<file path="src/rtl/serial_addsub_pkg.sv">
// Shared types and helpers for the digit-serial adder/subtractor.
package serial_addsub_pkg;

   typedef enum logic [1:0] {
      ST_IDLE = 2'd0,
      ST_RUN  = 2'd1,
      ST_DONE = 2'd2
   } state_t;

   localparam logic OP_ADD = 1'b0;
   localparam logic OP_SUB = 1'b1;

   // Step-counter width: clog2(steps), never narrower than one bit.
   function automatic int unsigned cnt_width(input int unsigned steps);
      int unsigned w;
      if (steps <= 32'd1) begin
         w = 32'd1;
      end else begin
         w = $clog2(steps);
      end
      return w;
   endfunction

endpackage

</file>
<file path="src/rtl/serial_addsub_digit.sv">
// Combinational DIGIT_W-bit ripple adder built from full-adder slices.
module addsub_digit #(
   parameter int unsigned DIGIT_W = 1
) (
   input  logic [DIGIT_W-1:0] x,
   input  logic [DIGIT_W-1:0] y,
   input  logic               cin,
   output logic [DIGIT_W-1:0] s,
   output logic               cout,
   output logic               cmsb
);

   logic [DIGIT_W:0] w_c;

   assign w_c[0] = cin;

   for (genvar i = 0; i < DIGIT_W; i++) begin : g_fa
      logic w_p;
      assign w_p        = x[i] ^ y[i];
      assign s[i]       = w_p ^ w_c[i];
      assign w_c[i + 1] = (x[i] & y[i]) | (w_c[i] & w_p);
   end

   assign cout = w_c[DIGIT_W];
   // Carry into the top bit of this digit; on the last digit it is the word's MSB carry-in.
   assign cmsb = w_c[DIGIT_W - 1];

endmodule

</file>
<file path="src/rtl/serial_addsub.sv">
// Digit-serial two's-complement adder/subtractor, LSB digit first, with start/busy/done handshake.
module serial_addsub
   import serial_addsub_pkg::*;
#(
   parameter int unsigned WIDTH   = 8,
   parameter int unsigned DIGIT_W = 1
) (
   input  logic             clk,
   input  logic             rst,
   input  logic             start,
   input  logic             op_sub,
   input  logic [WIDTH-1:0] a,
   input  logic [WIDTH-1:0] b,
   output logic             busy,
   output logic             done,
   output logic [WIDTH-1:0] result,
   output logic             carry,
   output logic             overflow,
   output logic             zero
);

   localparam int unsigned STEPS = WIDTH / DIGIT_W;
   localparam int unsigned CNT_W = cnt_width(STEPS);

   if (WIDTH < 2 || (WIDTH % DIGIT_W) != 0) begin : g_param_check
      $error("serial_addsub: WIDTH must be >= 2 and a multiple of DIGIT_W");
   end

   state_t             r_state;
   state_t             w_state_nxt;
   logic               w_load;
   logic               w_step;
   logic               w_last;

   logic               r_busy;
   logic               r_done;
   logic [WIDTH-1:0]   r_a;
   logic [WIDTH-1:0]   r_b;
   logic               r_cy;
   logic [CNT_W-1:0]   r_cnt;
   logic [WIDTH-1:0]   r_sr;
   logic [WIDTH-1:0]   r_result;
   logic               r_carry;
   logic               r_overflow;
   logic               r_zero;

   logic [DIGIT_W-1:0] w_s;
   logic               w_cout;
   logic               w_cmsb;
   logic [WIDTH-1:0]   w_sr_nxt;

   assign w_last = (r_cnt == CNT_W'(STEPS - 1));

   // State register plus registered handshake outputs.
   always_ff @(posedge clk) begin
      if (rst) begin
         r_state <= ST_IDLE;
         r_busy  <= 1'b0;
         r_done  <= 1'b0;
      end else begin
         r_state <= w_state_nxt;
         r_busy  <= (w_state_nxt == ST_RUN);
         r_done  <= (w_state_nxt == ST_DONE);
      end
   end

   // Next-state logic; DONE accepts a new start so operations can run back to back.
   always_comb begin
      w_state_nxt = r_state;
      w_load      = 1'b0;
      w_step      = 1'b0;
      case (r_state)
         ST_IDLE: begin
            if (start) begin
               w_load      = 1'b1;
               w_state_nxt = ST_RUN;
            end
         end
         ST_RUN: begin
            w_step = 1'b1;
            if (w_last) begin
               w_state_nxt = ST_DONE;
            end
         end
         ST_DONE: begin
            w_state_nxt = ST_IDLE;
            if (start) begin
               w_load      = 1'b1;
               w_state_nxt = ST_RUN;
            end
         end
         default: begin
            w_state_nxt = ST_IDLE;
         end
      endcase
   end

   addsub_digit #(
      .DIGIT_W (DIGIT_W)
   ) u_digit (
      .x    (r_a[DIGIT_W-1:0]),
      .y    (r_b[DIGIT_W-1:0]),
      .cin  (r_cy),
      .s    (w_s),
      .cout (w_cout),
      .cmsb (w_cmsb)
   );

   // New sum digit enters at the top; the shift also works when DIGIT_W == WIDTH.
   assign w_sr_nxt = WIDTH'({w_s, r_sr} >> DIGIT_W);

   // Operand/carry/counter datapath and result/flag registers.
   always_ff @(posedge clk) begin
      if (rst) begin
         r_a        <= '0;
         r_b        <= '0;
         r_cy       <= 1'b0;
         r_cnt      <= '0;
         r_sr       <= '0;
         r_result   <= '0;
         r_carry    <= 1'b0;
         r_overflow <= 1'b0;
         r_zero     <= 1'b1;
      end else if (w_load) begin
         r_a   <= a;
         r_b   <= (op_sub == OP_ADD) ? b : ~b;
         r_cy  <= (op_sub == OP_SUB);
         r_cnt <= '0;
         r_sr  <= '0;
      end else if (w_step) begin
         r_a   <= r_a >> DIGIT_W;
         r_b   <= r_b >> DIGIT_W;
         r_cy  <= w_cout;
         r_cnt <= r_cnt + CNT_W'(1);
         r_sr  <= w_sr_nxt;
         if (w_last) begin
            r_result   <= w_sr_nxt;
            r_carry    <= w_cout;
            r_overflow <= w_cout ^ w_cmsb;
            r_zero     <= (w_sr_nxt == '0);
         end
      end
   end

   assign busy     = r_busy;
   assign done     = r_done;
   assign result   = r_result;
   assign carry    = r_carry;
   assign overflow = r_overflow;
   assign zero     = r_zero;

endmodule

</file>
<file path="config.mk">
export PLATFORM = sky130hd
export DESIGN_NAME = serial_addsub
export DESIGN_NICKNAME = d
export VERILOG_FILES = /design/src/rtl/serial_addsub_pkg.sv /design/src/rtl/serial_addsub_digit.sv /design/src/rtl/serial_addsub.sv
export SDC_FILE = /design/constraint.sdc
export NUM_CORES = 1
export LEC_CHECK = 0
export ABC_CLOCK_PERIOD_IN_PS = 2000
export CAP_MARGIN = 25
export CORE_AREA = 2 2 51 77
export DETAILED_ROUTE_END_ITERATION = 7
export DIE_AREA = 0 0 53 79
export GPL_ROUTABILITY_DRIVEN = 0
export PLACE_DENSITY_LB_ADDON = 0.25
export SYNTH_ARGS = -nofsm -noshare
export SYNTH_HDL_FRONTEND = slang
export SYNTH_HIERARCHICAL = 1
export SYNTH_SLANG_ARGS = --single-unit
</file>
<file path="constraint.sdc">
create_clock -name clk -period 2 [get_ports clk]
set_clock_uncertainty 0.1 [all_clocks]
set_input_delay 0.2 -clock clk [delete_from_list [all_inputs] [get_ports clk]]
set_output_delay 0.2 -clock clk [all_outputs]
set_load 0.01 [all_outputs]
</file>
# Word level (Yosys, flattened, before mapping)
# Index checks and enable logic that the tools add are counted.
[word_totals] reg_bits=43 latch_bits=0 ramBits=0 mem_bits_ro=0 in_bits=20 output_inout_bits=13 mem_count=0
[op_classes] addsub=1 n_mul=0 div_mod_pow=0 magnitude_cmp=0 eq_ne=5 shifts=0 n_mux=14 bitwise_logic=8 reduce_logical=6
[ops] op="$mux W8" count=5
[ops] op="$logic_not A8 Y1" count=1
[ops] op="$not A8 Y8" count=1
[ops] op="$mux W1" count=6
[ops] op="$pmux W2 S3" count=1
[ops] op="$eq A2 B1 Y1 const B" count=2
[ops] op="$eq A2 B2 Y1 const B" count=2
[ops] op="$mux W2" count=2
[ops] op="$reduce_or A2 Y1" count=2
[ops] op="$add A3 B1 Y3 const B" count=1
[ops] op="$eq A3 B3 Y1 const B" count=1
[ops] op="$reduce_and A3 Y1" count=1
[ops] op="$xor A1 B1 Y1" count=3
[ops] op="$and A1 B1 Y1" count=2
[ops] op="$logic_not A2 Y1" count=1
[ops] op="$reduce_bool A2 Y1" count=1
[ops] op="$not A1 Y1" count=1
[ops] op="$or A1 B1 Y1" count=1

# Depth between registers and ports, before layout
[logic_depth] depth_word=5 depth_mapped=6 ltp_nobuf=5

# Cells and area by module
# Netlist, hierarchy kept.
[by_module_without_submodules] module="serial_addsub" instances=1 cells_per_inst=196 area_per_inst_um2=1734.2 seq_area_each_um2=840.8
[by_module_without_submodules] module="addsub_digit" instances=1 cells_per_inst=2 area_per_inst_um2=27.5 seq_area_each_um2=0.0

# Worst setup path after synthesis
# Ideal clock, no wire load.
[synth_path] path_type="register to register" startpoint="reg r_cnt[0]" endpoint="reg r_overflow, in the netlist overflow" setup_time_ns=0.086 arrival_ns=1.220 t_required_ns=1.814 setup_slack_ns=0.594 stages_incl_launch_ff=6 n_path_buf=1 synth_period_minus_slack_ns=1.406 cell_sequence="dfxtp_1 -> ha_1 -> ha_1 -> and3b_2 -> buf_4 -> a211oi_1"
[synth_between] elab_chain_cells=2
[synth_rtl] element="start: declaration" line_no="serial_addsub.sv:40" text="logic [CNT_W-1:0] r_cnt;"
[synth_rtl] element="start signal: assignment" line_no="serial_addsub.sv:134" text="r_cnt <= r_cnt + CNT_W'(1);"
[synth_rtl] element="$eq A3 B3 Y1" line_no="serial_addsub.sv:52" text="assign w_last = (r_cnt == CNT_W'(STEPS - 1));"
[synth_rtl] element="$reduce_and A3 Y1 (no line)"
[synth_rtl] element="end signal: assignment" line_no="serial_addsub.sv:139" text="r_overflow <= w_cout ^ w_cmsb;"
[synth_rtl] element="end: declaration" line_no="serial_addsub.sv:44" text="logic r_overflow;"
# Every way passes these cells.
# A chain may end at the register's enable or synchronous reset.

# Worst setup path in the final report
[layout_path] startpoint="reg r_cnt[0]" endpoint="reg r_zero, in the netlist zero"
[layout_between] elab_chain_cells=2
[layout_rtl] element="$eq A3 B3 Y1" line_no="serial_addsub.sv:52"
[layout_rtl] element="$reduce_and A3 Y1 (no line)"
[layout_rtl] element="end signal: assignment" line_no="serial_addsub.sv:140" text="r_zero <= (w_sr_nxt == '0);"
[layout_rtl] element="end: declaration" line_no="serial_addsub.sv:45" text="logic r_zero;"
# Every way passes these cells.

==> flow_summary.ini <==
[outcome]
status = completed

[synth]
syn-instance-count = 198
synth_area_leaders = sky130_fd_sc_hd__dfxtp_1 48%, sky130_fd_sc_hd__nand2_1 8.1%, sky130_fd_sc_hd__a21oi_1 7.7%, sky130_fd_sc_hd__nor3_1 4.3%, sky130_fd_sc_hd__xor2_1 4.0%
post-synth-top-area-cell = sky130_fd_sc_hd__dfxtp_1
post_synth_edffs = 0
mappedNetlistArea_um2 = 1760
synth_seq_cells = 42
synth.yosys.seq_area_share_pct = 47.7
synthesis_warnings = 6
mean_cell_area_of_the_mapped_netlist_um2 = 8.90
synth_cell_type_count = 28
synth_top_cell_area_share_pct = 47.7
async_reset_ff_share_pct = 0
synth.net_count = 221
synth-main-ff-cell = sky130_fd_sc_hd__dfxtp_1

[clock_network]
worst_skew_pair.late_latency_ns = 0.28
cts-root-to-sink-buffers = 2
hold_buffers = 0
cts-resized-gates = 0
clock_tree.root_cell = sky130_fd_sc_hd__clkbuf_8
h-tree-depth = 2
tritoncts.num_buffers = 5
cts_tree = yes
tritoncts_num_sinks = 42
post_cts_buffers = 0
clk_pin_slew_worst_paths_ns = 0.07

[pwr]
max-vdd-ir-drop_mv = 0.594
power.total_mw = 1.75
power.static_leakage_nw = 0.761
cellPowerDensity_nw_per_um2 = 819

[flow_run]
max_cap_viol_count = 0

[floorplan]
die_width_um = 53
die_h_um = 79
core_region_area_um2 = 3550
io_pins = 33
num_rows = 27
die_area_um2 = 4190
start_util_pct = 49.7

[worst_setup_path]
cp.required_ns = 2.08
highest_net_fanout_along_the_worst_path = 12
worst_setup_path_start_kind = flop
worst-setup-path-type = reg2reg
timing.critical_path.from = r_cnt[0]$_SDFFE_PP0N_
worst_ep_arrival_time_ns = 1.64
crit-reg2reg-launch = r_cnt[0]$_SDFFE_PP0N_
setup.worst_path.end_class = flop

[place]
detailed_place_hpwl_um = 2290
post_dp_cell_area_um2 = 2030
post-place-cells = 260
numPortBuffers = 32
pre_cts_slack_ns = 0.369

[layout]
stdcell_count = 268
seqCellArea_um2 = 841
final.fill_count = 330
final_common_cell = sky130_fd_sc_hd__dfxtp_1
n_antenna_cell = 0
post-route-cell-area_um2 = 2140
area_delta_synth_final_pct = 21.4
final_core_utilization_pct = 60.3
layout.nets = 247
final_cell_mix = 42 x sky130_fd_sc_hd__dfxtp_1, 38 x sky130_fd_sc_hd__nand2_1, 32 x sky130_fd_sc_hd__clkdlybuf4s50_1
multiInputGateArea_um2 = 772
layout-drive-gt1-share_pct = 6.67

[timing]
finalHoldWorstSlack_ns = 0.353
timing_hold_violations_final = 0
setup_ws_ns = 0.436
final_max_slew_viol_count = 0
finalWorstPathRequiredPeriod_ns = 1.56
final.period_utilization_pct = 78.2
setup_viol = 0
slew_headroom_pct = 68.4
fmaxAchievable_mhz = 639
fin_tns_setup_ns = 0
tightest_slew_ns = 0.472
setup_repair_after_global_routing_missed_its_margin = false

[routing]
detailedRoute.firstPassIterationCount = 4
post-route-drc-count = 0
route.vias.total = 1436
detail_route.wirelength_um = 3290
initialDrtViolationCount = 40
vias_per_cell = 5.36
wl_per_cell_um = 12.3
antenna_violating_nets_post_route = 0

[global_routing]
pin_count_of_the_biggest_net_entering_global_routing = 27
global_route.usage.total_pct = 17.8
grt_antenna_before_repair = 0
globalRoute.totalOverflow = 0
grt_first_pass_wirelength_um = 5620
via_count_of_the_first_global_routing_pass = 1363

[worst_hold_path]
hold_path_startpoint = result[5]$_SDFFE_PP0P_
worst_hold_path_type = reg2reg
-- report_power, final --
group | leakage (nW) | switching, mW | internal [mW] | total [mW]
clock network | 0.0524 | 0.264 | 0.373 | 0.637
registers | 0.342 | 0.0231 | 0.873 | 0.896
logic | 0.366 | 0.113 | 0.105 | 0.217
total | 0.761 | 0.399 | 1.35 | 1.75
-- worst max-delay path, cell delays in order, from the launching register on --
cell                       delay (ns)
sky130_fd_sc_hd__dfxtp_1         0.35
sky130_fd_sc_hd__ha_1            0.15
sky130_fd_sc_hd__ha_1            0.18
sky130_fd_sc_hd__nand3b_1        0.34
sky130_fd_sc_hd__a21oi_1         0.26
sky130_fd_sc_hd__nand2_1         0.06
-- registers in the layout, summed over array words and instances (netlist names) --
| register | flops |
|---|---|
| r_b | 8 |
| r_cnt | 3 |
| overflow | 1 |
| r_cy | 1 |
| r_a | 8 |
| zero | 1 |
| r_sr | 7 |
| result | 8 |
| busy | 1 |
| carry | 1 |
| r_state | 2 |
| done | 1 |
-- layout make-up --
class                      count  share of cell area, %
clock buffer                   7                   3.57
clock inverter                 1                   1.40
multi-input combinational    137                   36.1
sequential                    42                   39.3
tap                           43                   2.52
timing repair buffer          38                   17.1
-- Yosys cell counts (2+ instances only) --
library cell	instances
sky130_fd_sc_hd__a21oi_1	27
sky130_fd_sc_hd__a22oi_1	7
sky130_fd_sc_hd__buf_2	4
sky130_fd_sc_hd__buf_4	5
sky130_fd_sc_hd__buf_6	5
sky130_fd_sc_hd__clkbuf_1	4
sky130_fd_sc_hd__dfxtp_1	42
sky130_fd_sc_hd__ha_1	2
sky130_fd_sc_hd__nand2_1	38
sky130_fd_sc_hd__nand2b_1	3
sky130_fd_sc_hd__nand3_1	10
sky130_fd_sc_hd__nor2_1	6
sky130_fd_sc_hd__nor3_1	15
sky130_fd_sc_hd__nor4_1	2
sky130_fd_sc_hd__o22ai_1	7
sky130_fd_sc_hd__xnor2_1	2
sky130_fd_sc_hd__xor2_1	8
-- routing by layer --
metal	track usage, %	vias to the layer above	share of wire, %
met5	0	-	0
met3	5.26	6	4.4
met4	6.41	0	1.8
met1	18.4	660	40
li1	-	731	-
met2	32.5	39	54
-- kinds of logic after synthesis --
group,after synthesis,share of synthesized area [%]
muxes,1,0.568
AOI/OAI and AO/OA,45,15.7
buffers and inverters,19,8.45
DFF,42,47.7
xor gates and xnor gates,10,4.97
and+or+nand+nor,78,20.0
adders and majority gates,3,2.56
-- final timing paths --
check             slack (ns)                      to  cells after the start
setup / recovery        0.44       zero$_SDFFE_PP1P_                      5
setup reg to reg        0.44       zero$_SDFFE_PP1P_                      5
hold reg to reg         0.35  result[5]$_SDFFE_PP0P_                      2
hold / removal          0.35  result[5]$_SDFFE_PP0P_                      2
Power figures use the tool's default switching activity.
